File: src/rtl/hamming_secded_decoder.sv
// Two-stage extended-Hamming (SECDED) decoder with valid/ready handshakes on
// both sides and saturating corrected/uncorrectable word counters.
package gray_area_package;
  function automatic int hamming_address_width(input int data_width);
    int p;
    int pow2;
    p = 0;
    for (int k = 1; k < 31; k++) begin
      pow2 = 32'sd1 <<< k;
      if ((p == 0) && (pow2 >= data_width + k + 1)) p = k;
    end
    return p;
  endfunction
endpackage

module hamming_secded_decoder #(
  parameter int DATA_WIDTH = 11,
  parameter int CNT_WIDTH = 16,
  localparam int P = gray_area_package::hamming_address_width(DATA_WIDTH),
  localparam int CODE_WIDTH = DATA_WIDTH + P + 1
) (
  input  logic                  clk,
  input  logic                  rst_n,
  input  logic                  in_valid,
  output logic                  in_ready,
  input  logic [CODE_WIDTH-1:0] in_code,
  output logic                  out_valid,
  input  logic                  out_ready,
  output logic [DATA_WIDTH-1:0] out_data,
  output logic [P-1:0]          out_syndrome,
  output logic                  out_corrected,
  output logic                  out_uncorrectable,
  input  logic                  cnt_clear,
  output logic [CNT_WIDTH-1:0]  corr_count,
  output logic [CNT_WIDTH-1:0]  uncorr_count
);
  localparam int LAST_POS = DATA_WIDTH + P;
  localparam logic [CODE_WIDTH-1:0] POS_ONE = {{(CODE_WIDTH-1){1'b0}}, 1'b1};
  localparam logic [CNT_WIDTH-1:0] CNT_MAX = {CNT_WIDTH{1'b1}};
  localparam logic [CNT_WIDTH-1:0] CNT_ONE = {{(CNT_WIDTH-1){1'b0}}, 1'b1};

  function automatic logic [P-1:0] calc_syndrome(input logic [CODE_WIDTH-1:0] code);
    logic [P-1:0] syn;
    syn = {P{1'b0}};
    for (int i = 1; i <= LAST_POS; i++) begin
      if (code[i]) syn = syn ^ P'(i);
    end
    return syn;
  endfunction

  function automatic logic calc_parity(input logic [CODE_WIDTH-1:0] code);
    return ^code;
  endfunction

  // Payload occupies every non-power-of-two position, LSB first.
  function automatic logic [DATA_WIDTH-1:0] extract_payload(input logic [CODE_WIDTH-1:0] code);
    logic [DATA_WIDTH-1:0] d;
    int j;
    d = {DATA_WIDTH{1'b0}};
    j = 0;
    for (int i = 1; i <= LAST_POS; i++) begin
      if ((i & (i - 1)) != 0) begin
        d[j] = code[i];
        j++;
      end
    end
    return d;
  endfunction

  logic                  s1_valid_r;
  logic [LAST_POS-1:0]   s1_word_r;
  logic [P-1:0]          s1_syndrome_r;
  logic                  s1_parity_r;
  logic                  out_en_s;
  logic                  s1_advance_s;
  logic                  out_fire_s;
  logic [DATA_WIDTH-1:0] fix_data_s;
  logic                  fix_corr_s;
  logic                  fix_unc_s;

  assign out_en_s     = !out_valid || out_ready;
  assign s1_advance_s = s1_valid_r && out_en_s;
  assign in_ready     = !s1_valid_r || s1_advance_s;
  assign out_fire_s   = out_valid && out_ready;

  // Stage 1: capture the word with its syndrome and overall parity.
  always_ff @(posedge clk) begin
    if (!rst_n) begin
      s1_valid_r    <= 1'b0;
      s1_word_r     <= {LAST_POS{1'b0}};
      s1_syndrome_r <= {P{1'b0}};
      s1_parity_r   <= 1'b0;
    end else if (in_ready) begin
      s1_valid_r <= in_valid;
      if (in_valid) begin
        s1_word_r     <= in_code[CODE_WIDTH-1:1];
        s1_syndrome_r <= calc_syndrome(in_code);
        s1_parity_r   <= calc_parity(in_code);
      end
    end
  end

  // Classify the error and correct the payload when possible.
  always_comb begin
    fix_data_s = extract_payload({s1_word_r, 1'b0});
    fix_corr_s = 1'b0;
    fix_unc_s  = 1'b0;
    case ({(s1_syndrome_r != {P{1'b0}}), s1_parity_r})
      2'b00: fix_corr_s = 1'b0;
      2'b01: fix_corr_s = 1'b1;
      2'b10: fix_unc_s = 1'b1;
      2'b11: begin
        // Syndromes beyond the last position are aliases of the shortened code.
        if (32'(s1_syndrome_r) <= LAST_POS) begin
          fix_corr_s = 1'b1;
          fix_data_s = extract_payload({s1_word_r, 1'b0} ^ (POS_ONE << s1_syndrome_r));
        end else begin
          fix_unc_s = 1'b1;
        end
      end
      default: fix_unc_s = 1'b1;
    endcase
  end

  // Stage 2: output registers, held while the consumer stalls.
  always_ff @(posedge clk) begin
    if (!rst_n) begin
      out_valid         <= 1'b0;
      out_data          <= {DATA_WIDTH{1'b0}};
      out_syndrome      <= {P{1'b0}};
      out_corrected     <= 1'b0;
      out_uncorrectable <= 1'b0;
    end else if (out_en_s) begin
      out_valid <= s1_valid_r;
      if (s1_valid_r) begin
        out_data          <= fix_data_s;
        out_syndrome      <= s1_syndrome_r;
        out_corrected     <= fix_corr_s;
        out_uncorrectable <= fix_unc_s;
      end
    end
  end

  // Saturating error counters; clear wins over a same-cycle increment.
  always_ff @(posedge clk) begin
    if (!rst_n || cnt_clear) begin
      corr_count   <= {CNT_WIDTH{1'b0}};
      uncorr_count <= {CNT_WIDTH{1'b0}};
    end else begin
      if (out_fire_s && out_corrected && (corr_count != CNT_MAX)) begin
        corr_count <= corr_count + CNT_ONE;
      end
      if (out_fire_s && out_uncorrectable && (uncorr_count != CNT_MAX)) begin
        uncorr_count <= uncorr_count + CNT_ONE;
      end
    end
  end
endmodule

File: config.mk
export PLATFORM = sky130hd
export DESIGN_NAME = hamming_secded_decoder
export DESIGN_NICKNAME = d
export VERILOG_FILES = /design/src/rtl/hamming_secded_decoder.sv
export SDC_FILE = /design/constraint.sdc
export NUM_CORES = 1
export LEC_CHECK = 0
export ABC_AREA = 0
export CORE_MARGIN = 2
export CORE_UTILIZATION = 46
export CTS_CLUSTER_SIZE = 12
export DETAILED_ROUTE_END_ITERATION = 10
export GPL_ROUTABILITY_DRIVEN = 0
export PLACE_DENSITY = 0.85
export SLEW_MARGIN = 10
export SYNTH_ARGS = -nofsm -noshare
export SYNTH_HDL_FRONTEND = slang
export SYNTH_SLANG_ARGS = --single-unit
File: constraint.sdc
create_clock -name clk -period 1.75 [get_ports clk]
set_input_delay 0.35 -clock clk [delete_from_list [all_inputs] [get_ports clk]]
set_output_delay 0.35 -clock clk [all_outputs]
set_load 0.01 [all_outputs]
==> results of run 1 <==
[placed cells by master (no fill, tap or decap), drive strengths merged]
cell type,netlist,final
dfxtp,67,67
and2,3,3
a21boi,17,17
mux2i,1,1
nand2b,6,6
clkdlybuf4s50,0,65
o21a,1,1
o211a,15,15
and4b,3,3
xor2,12,12
dlymetal6s2s,0,4
o21ai,12,12
clkbuf,11,10
inv,1,1
nand4bb,1,1
or3,10,10
xnor2,45,45
nand2,51,51
clkinvlp,0,1
bufinv,0,1
clkinv,0,4
nor2,31,31
nand3b,2,2
a21oi,5,5
nand4,8,8
nor4,5,5
and4,5,5
o21ba,1,1
nor4b,3,3
nor2b,4,4
dlygate4sd2,0,2
buf,5,45
and4bb,1,1
ha,2,2
nor3b,3,3
nand3,24,24
nor3,11,11
and3,2,2
[final cells by class]
class	count	share of cell area
clock buffers	10	0.02927
inverters	1	0.0007983
repair buffers	116	0.2379
clock inverters	6	0.01384
well taps	96	0.02555
multi-input cells	284	0.4063
flip-flops and latches	67	0.2863
[state kept, by name, indices dropped and copies added (netlist names)]
| signal | cells |
|---|---|
| s1_parity_r | 1 |
| out_uncorrectable | 1 |
| uncorr_count | 16 |
| out_valid | 1 |
| s1_syndrome_r | 4 |
| corr_count | 16 |
| out_corrected | 1 |
| out_data | 11 |
| s1_word_r | 11 |
| out_syndrome | 4 |
| s1_valid_r | 1 |
[power groups by stage]
stage | clock, W | sequential, W | combinational [W]
global placement | 0 | 0.00167 | 0.000514
global route | 0.00140 | 0.00165 | 0.000577
CTS | 0.00133 | 0.00164 | 0.000532
finish | 0.00130 | 0.00164 | 0.000528
floorplan | 0 | 0.00168 | 0.000274
detailed placement | 0 | 0.00167 | 0.000527
[metal layers]
metal | part of all wire | track usage
met5 | 0 | 0
met4 | 0.0041 | 0.06336
met3 | 0.044 | 0.03825
met2 | 0.54 | 0.3800
met1 | 0.41 | 0.2536
[worst max path at each step]
stage,startpoint,end,slack [ns],cells past startpoint
after floorplan,uncorr_count[0],uncorr_count[3],0.06,7
after global placement,out_ready,corr_count[15],-0.21,6
after detailed placement,out_ready,in_ready,-0.23,4
after CTS,corr_count[10],corr_count[10],0.002,2
after global routing,corr_count[0],corr_count[7],-0.03,7
final,out_uncorrectable,out_uncorrectable,0.03,1
[logic make-up after synthesis]
family	share of synthesized area
adder cells (fa/ha/maj)	0.007653
AO/OA/AOI/OAI	0.1163
multiplexers	0.003062
buffers and inverters	0.02334
flip-flops	0.4103
XOR/XNOR	0.1527
AND/OR/NAND/NOR	0.2866
[stage by stage]
stage	instance area [um^2]	power, W	worst slack, ns	util
after floorplan	3269	0.001950	0.05879	-
after global placement	4428	0.002185	-0.2062	0.6482
after detailed placement	4428	0.002200	-0.2306	0.6482
after CTS	4632	0.003496	0.002464	0.6780
after global routing	4702	0.003624	-0.02786	0.6883
final	4702	0.003466	0.02778	0.6883
[timing repair]
item	in CTS	in global routing
pin swaps	1	2
gates resized for setup	4	18
gates cloned	0	0
setup endpoints to repair	2	15
==> metrics, run 1 <==
Post-route DRC 0; Setup crit start kind flop; DRT antenna net count 0; delay-heaviest family, CP buffers and inverters; die width 88.31 um; Peak VDD IR ~0.47 mV; dpl cells about 560; wire per inst between 10 and 15 um; # setup viols final 0; CTS tree yes; Slew Limit Fails 0; Synth Warn # 0; Overflow after GRT 0; R2R setup slack roughly 0.050 ns; Rel. slew slack 0.7598; area delta synth->final 43.82%; Int Pwr 0.002574 W; Vias/cell between 5 and 6; Total Nets Final 502; critical path cell sequence clkdlybuf4s50_1; IO Pins 72; reg-to-reg critical path endpoint corr_count[3]; core area between 6000 and 7000 um^2; vias about 3,100; drt pass-1 iters 5; Mapped Nets about 400; Sink Count 67; syn avg cell area just under 9 um^2; Cell variety after synth 38; Root Buffer clkbuf_8; cell with the most instances after synthesis dfxtp_1; port bufs 71; synthesized instance count ~370; Iteration-0 DRC Markers roughly 110; switch share 0.2575; Post-synth ARST share 0; clock share of power 0.375; largest fanout on the critical path 4; R2R Path Start corr_count[0]; Post-synth EDFFs 0; sequential standard cell area ~1300 um^2; Hold Startpoint out_syndrome[2]; critical path class reg2out; Final Hold Slack about 0.46 ns; total track usage 0.2103; final worst path period share 0.9841; area of the multi-input gates between 1500 and 2000 um^2; initial antenna violation count 0; Max Cap Violations 0; crit-path max cell delay just under 0.6 ns; first-pass GRT wire length between 10,000 and 15,000 um; top cell type's share of synthesized area 0.4103; clock latency on the worst-skew pair around 0.34 ns; die area 7798 um^2; sequential share of power 0.473; total setup buffers inserted after CTS 0; synth top area cells dfxtp_1, xnor2_1, nand2_1; status finished, final reports clean; pin count of the biggest net entering global routing 36; Clock transition at path regs roughly 0.070 ns; row count 30; post-DP HPWL 5851 um; clock skew 0.008007 ns; Buf+Inv Stages, Crit Path 1; Fmax approximately 580 MHz; total CTS buffers 9; Finished Layout Cells 580; Reg2Reg Depth 7; Post-synth top cells dfxtp_1, nand2_1, xnor2_1, nor2_1, nand3_1; unrepaired setup endpoints after global routing yes; Fin. Hold Viols 0; Worst Max-Slew Pin Slew between 0.3 and 0.4 ns; Initial Util 0.4786; Gate power share 0.152; H-tree levels 3; Ant. Diodes 0; Sw Pwr around 0.0009 W; DRT Wirelength ~8000 um; Synth Flop Type dfxtp_1; CP max stage cell clkdlybuf4s50_1; hold depth 2; Hold/Removal Path Class reg2reg; sequential fraction of the synthesis area 0.4103; Sum Neg Setup Slack 0 ns; post-synth top area cell dfxtp_1; Yosys reg bits between 60 and 70; critical path required time around 1.4 ns; CTS Hold Buffers Added 0; crit path capture type output pin; pwr/cell area approximately 740 nW/um^2; filler instances 539; crit path DAT about 1.4 ns; Leak between 1.5 and 2 nW; end of the worst hold path out_syndrome[2]; Longest Clk Path Bufs 2; layout cell share with drive strength beyond 1 0.1736; Die Span Y ~88 um; vias in the first global route between 2,000 and 3,000; Mapped Area ~3300 um^2; fin crit period 1.722 ns
No activity file was read; power rests on OpenSTA's default activity.
==> run 2: changes to the inputs <==
Settings changed: CORE_MARGIN 2 to 3, MAX_ROUTING_LAYER set to met4.
==> run 2 against run 1 <==
Compared with the run above: setup slack improved by 0.021 ns; largest cell class unchanged; count of clock-buffer cells in the layout stayed put; sequential cell count unchanged; critical path depth grew 1; via count shrank 2.3%; die area rose by 4.6%; hold slack better by 0.0034 ns; sequential share of layout area rose by 0.14 points.
==> metrics, run 2 (synthesis results as in run 1) <==
dpl cells 558 (-1.1%); Hold/Removal Path Class reg2reg; fin crit period 1.702 ns (-0.02055 ns); port bufs 71 (unchanged); area delta synth->final 43.51%; Peak VDD IR 0.4024 mV (-15%); CTS tree yes; Post-route DRC 0 (unchanged); Rel. slew slack 0.7308 (-0.02900); leading registers by flop count corr_count (16), uncorr_count (16); clock latency on the worst-skew pair 0.35 ns (about the same); Gate power share 0.142 (-0.010); layout cell share with drive strength beyond 1 0.1670 (-0.006539); Finished Layout Cells 575 (-0.86%); total chip power 0.003767 W (+8.7%); Setup crit start kind flop; clock share of power 0.424 (+0.049); Clock transition at path regs 0.08 ns (about the same); final worst path period share 0.9724 (-0.01175); Final Hold Slack 0.4652 ns (+0.003381 ns); clock skew 0.01164 ns (+0.003636 ns); Int Pwr 0.002869 W (+11%); die area 8155 um^2 (+4.6%); pin count of the biggest net entering global routing 36 (unchanged); core area 6832 um^2 (unchanged); first-pass GRT wire length 13,030 um (+0.91%); total CTS buffers 9 (unchanged); critical path required time 1.40 ns (about the same); Post-DP Area 4383 um^2 (-1.0%); Max Cap Violations 0 (unchanged); post-DP HPWL 5630 um (-3.8%); total track usage 0.1974 (-0.01293); DRT antenna net count 0 (unchanged); Slew Limit Fails 0 (unchanged); most frequent cells in the layout clkdlybuf4s50_1, dfxtp_1, nand2_1, xnor2_1, buf_4; DRT Wirelength 7753 um (-3.5%); Final Cell Area 4692 um^2 (-0.21%); Initial Util 0.4786 (unchanged); initial antenna violation count 0 (unchanged); Worst Max-Slew Pin Slew 0.3983 ns (+0.04290 ns); Longest Clk Path Bufs 2 (unchanged); vias in the first global route 2,952 (+4.1%); Sw Pwr 0.0008979 W (+0.60%); sequential share of power 0.434 (-0.039); most common cell after layout, fill and taps aside clkdlybuf4s50_1; Total Nets Final 497 (-1.0%); Sink Count 67 (unchanged); drt pass-1 iters 4 (-1); Die Span Y 90.31 um (+2.3%); wire per inst 13.48 um (-2.7%); critical path class reg2out; crit path DAT 1.35 ns (-0.02 ns); Leak 1.786 nW (-1.7%); Overflow after GRT 0 (unchanged); IO Pins 72 (unchanged); switch share 0.2384 (-0.01909); crit path capture type output pin; Ant. Diodes 0 (unchanged); Fin. Hold Viols 0 (unchanged); die width 90.31 um (+2.3%); Fmax 587.7 MHz (+1.2%); Sum Neg Setup Slack 0 ns (unchanged); pwr/cell area 802.8 nW/um^2 (+8.9%); unrepaired setup endpoints after global routing yes; Vias/cell 5.195 (-1.4%); vias 2,987 (-2.3%); Iteration-0 DRC Markers 79 (-26%); # setup viols final 0 (unchanged); status finished, final reports clean; Root Buffer clkbuf_8; row count 30 (unchanged); H-tree levels 3 (unchanged); largest fanout on the critical path 4 (unchanged)
[run 2: cell types whose count changed in the layout (fill, tap and decap cells not counted), moves of 2 or more]
cell,delta
clkdlybuf4s50_1,+2
bufinv_16,+2
dfxtp_1,-3
buf_4,-5
dfxtp_2,+3
[run 2: path summary, 6_finish.rpt]
kind	startpoint	end	slack, ns	cells past startpoint
max	corr_count[3]	corr_count[3]	0.05	2
min	out_syndrome[1]	out_syndrome[1]	0.47	2
max reg2reg	corr_count[0]	corr_count[15]	0.06	7
min reg2reg	out_syndrome[1]	out_syndrome[1]	0.47	2
[run 2: routing by layer]
metal  GRT usage  share of wire  vias to the layer above
met2      0.3535           0.52                       81
met5           -              0                        -
met3     0.05417          0.048                       14
li1            -              -                     1488
met4     0.06250          0.014                        0
met1      0.2113           0.42                     1404
[run 2: layout make-up]
type | count | area (um^2)
timing repair buffer | 111 | 1080
clock buffer | 10 | 137.6
clock inverter | 6 | 112.6
inverter | 1 | 3.754
sequential | 67 | 1350
tap | 96 | 120.1
multi-input combinational | 284 | 1888
fill | 544 | 2140
[run 2: critical path, cell delays in order, from the launching register on]
cell and delay, ns:
dfxtp_1 0.34, buf_4 0.14, clkdlybuf4s50_1 0.53
[run 2: what timing repair did]
item,4_1_cts,5_1_grt
endpoints found under the setup margin,4,20
gates resized for setup,4,15
setup buffers,1,0
hold buffers,0,0
pin swaps,2,0
[run 2: power groups by stage]
stage	Clock, W	Combinational [W]	Sequential, W
after detailed placement	0	0.000537	0.00167
after floorplan	0	0.000274	0.00168
after CTS	0.00162	0.000540	0.00163
after global placement	0	0.000522	0.00167
final	0.00160	0.000534	0.00164
after global routing	0.00169	0.000588	0.00164
[run 2: stage by stage]
step                        util  worst slack (ns)
after floorplan                -           0.05879
after global placement    0.6416           -0.3169
after detailed placement  0.6416           -0.3560
after CTS                 0.6799          0.006868
after global routing      0.6868          -0.03976
final                     0.6868           0.04834
==> run 3: changes to the inputs <==
Settings changed: SETUP_SLACK_MARGIN set to 0.02.
==> run 3 against run 2 <==
Compared with the run above: clock skew increased by 0.00058 ns; sequential power about the same; combinational power about the same; die area unchanged; cell count unchanged; hold slack about the same; global-route usage increased by 0.054 points; register-to-register slack improved by 0.03 ns; critical path depth decreased by 1.
==> metrics, run 3 (synthesis results as in run 1) <==
Finished Layout Cells 575 (unchanged); row count 30 (unchanged); fin crit period 1.700 ns (-0.001236 ns); crit path DAT 1.35 ns (about the same); core area 6832 um^2 (unchanged); Fin. Hold Viols 0 (unchanged); CP max stage cell clkdlybuf4s50_1; post-DP HPWL 5630 um (unchanged); status finished, final reports clean; Vias/cell 5.200 (+0.10%); unrepaired setup endpoints after global routing yes; die area 8155 um^2 (unchanged); most frequent cells in the layout clkdlybuf4s50_1, dfxtp_1, nand2_1, xnor2_1, buf_4; Fmax 588.1 MHz (about the same); pwr/cell area 795.8 nW/um^2 (-0.87%); Overflow after GRT 0 (unchanged); Iteration-0 DRC Markers 79 (unchanged); critical path class reg2out; CTS tree yes; Leak 1.839 nW (+3.0%); vias 2,990 (+0.10%); Initial Util 0.4786 (unchanged); Die Span Y 90.31 um (unchanged); Root Buffer clkbuf_8; Hold/Removal Path Class reg2reg; final worst path period share 0.9717 (about the same); Final Cell Area 4736 um^2 (+0.93%); die width 90.31 um (unchanged); dpl cells 558 (unchanged); Peak VDD IR 0.4024 mV (about the same); critical path cell sequence clkdlybuf4s50_1; Setup crit start kind flop; wire per inst 13.73 um (+1.8%); Post-DP Area 4383 um^2 (unchanged); Clock transition at path regs 0.08 ns (about the same); DRT Wirelength 7892 um (+1.8%); Ant. Diodes 0 (unchanged); Total Nets Final 497 (unchanged); Worst Max-Slew Pin Slew 0.3963 ns (-0.001927 ns); crit-path max cell delay 0.57 ns (+0.04 ns); Slew Limit Fails 0 (unchanged); port bufs 71 (unchanged); Post-route DRC 0 (unchanged); crit path capture type output pin; DRT antenna net count 0 (unchanged); filler instances 531 (-2.4%); drt pass-1 iters 4 (unchanged); CTS Hold Buffers Added 0 (unchanged); area delta synth->final 44.85%; pin count of the biggest net entering global routing 36 (unchanged); leading registers by flop count corr_count (16), uncorr_count (16); Max Cap Violations 0 (unchanged); clock latency on the worst-skew pair 0.35 ns (about the same); Rel. slew slack 0.7321 (+0.001303); # setup viols final 0 (unchanged); largest fanout on the critical path 5 (+1); H-tree levels 3 (unchanged); vias in the first global route 2,966 (+0.47%); total track usage 0.1979 (+0.0005443); Sink Count 67 (unchanged); layout cell share with drive strength beyond 1 0.1879 (+0.02088); initial antenna violation count 0 (unchanged); critical path required time 1.40 ns (about the same); Buf+Inv Stages, Crit Path 1 (-1); Longest Clk Path Bufs 2 (unchanged); IO Pins 72 (unchanged); total CTS buffers 9 (unchanged); delay-heaviest family, CP buffers and inverters; first-pass GRT wire length 13,050 um (+0.21%); most common cell after layout, fill and taps aside clkdlybuf4s50_1; clock skew 0.01223 ns (+0.0005844 ns)
run 3: changes by cell type in the layout (fill, tap and decap cells not counted), moves of 3 or more:
cell / change
dfxtp_2: +7
clkdlybuf4s50_1: -3
dfxtp_1: -7
dlymetal6s2s_1: +3
run 3: cell type report:
type	count	area, um^2	area share
flip-flops and latches	67	1359	0.2869
clock inverters	6	112.6	0.02378
clock buffers	10	137.6	0.02906
inverters	1	3.754	0.0007926
repair buffers	111	1087	0.2296
well taps	96	120.1	0.02536
multi-input cells	284	1916	0.4045
run 3: metrics by stage:
| step | hold WS, ns | utilization | setup slack, ns | power [W] | TNS (ns) |
|---|---|---|---|---|---|
| 6_report | 0.4652 | 0.6932 | 0.04957 | 0.003769 | 0 |
| 5_1_grt | 0.4898 | 0.6932 | 0.01254 | 0.003922 | 0 |
| 4_1_cts | 0.4683 | 0.6800 | 0.006841 | 0.003796 | 0 |
| 3_5_place_dp | 0.4593 | 0.6416 | -0.3560 | 0.002206 | -6.338 |
| 3_3_place_gp | 0.4536 | 0.6416 | -0.3169 | 0.002189 | -4.781 |
| 2_1_floorplan | 0.4487 | - | 0.05879 | 0.001950 | 0 |
run 3: worst paths after layout:
| kind | from | end | slack, ns | depth (start not counted) |
|---|---|---|---|---|
| min reg2reg | out_syndrome[1] | out_syndrome[1] | 0.47 | 2 |
| max | corr_count[2] | corr_count[2] | 0.05 | 1 |
| min | out_syndrome[1] | out_syndrome[1] | 0.47 | 2 |
| max reg2reg | uncorr_count[1] | uncorr_count[3] | 0.09 | 6 |
run 3: what timing repair did:
| action | 4_1_cts | 5_1_grt |
|---|---|---|
| gates resized for setup | 5 | 29 |
| buffers inserted | 1 | 0 |
| pin swaps | 1 | 3 |
| endpoints found under the setup margin | 5 | 31 |
run 3: power by group:
group / internal (W) / switching [W] / total, W
registers: 0.00158 / 0.0000515 / 0.00164
logic: 0.000297 / 0.000237 / 0.000534
clock network: 0.000988 / 0.000612 / 0.00160
run 3: metal layers:
metal  part of all wire  vias up  GRT usage
li1                   -     1489          -
met1               0.42     1417     0.2108
met2               0.52       70     0.3553
met3              0.043       14    0.05417
met4              0.014        0    0.06378
met5                  0        -          -
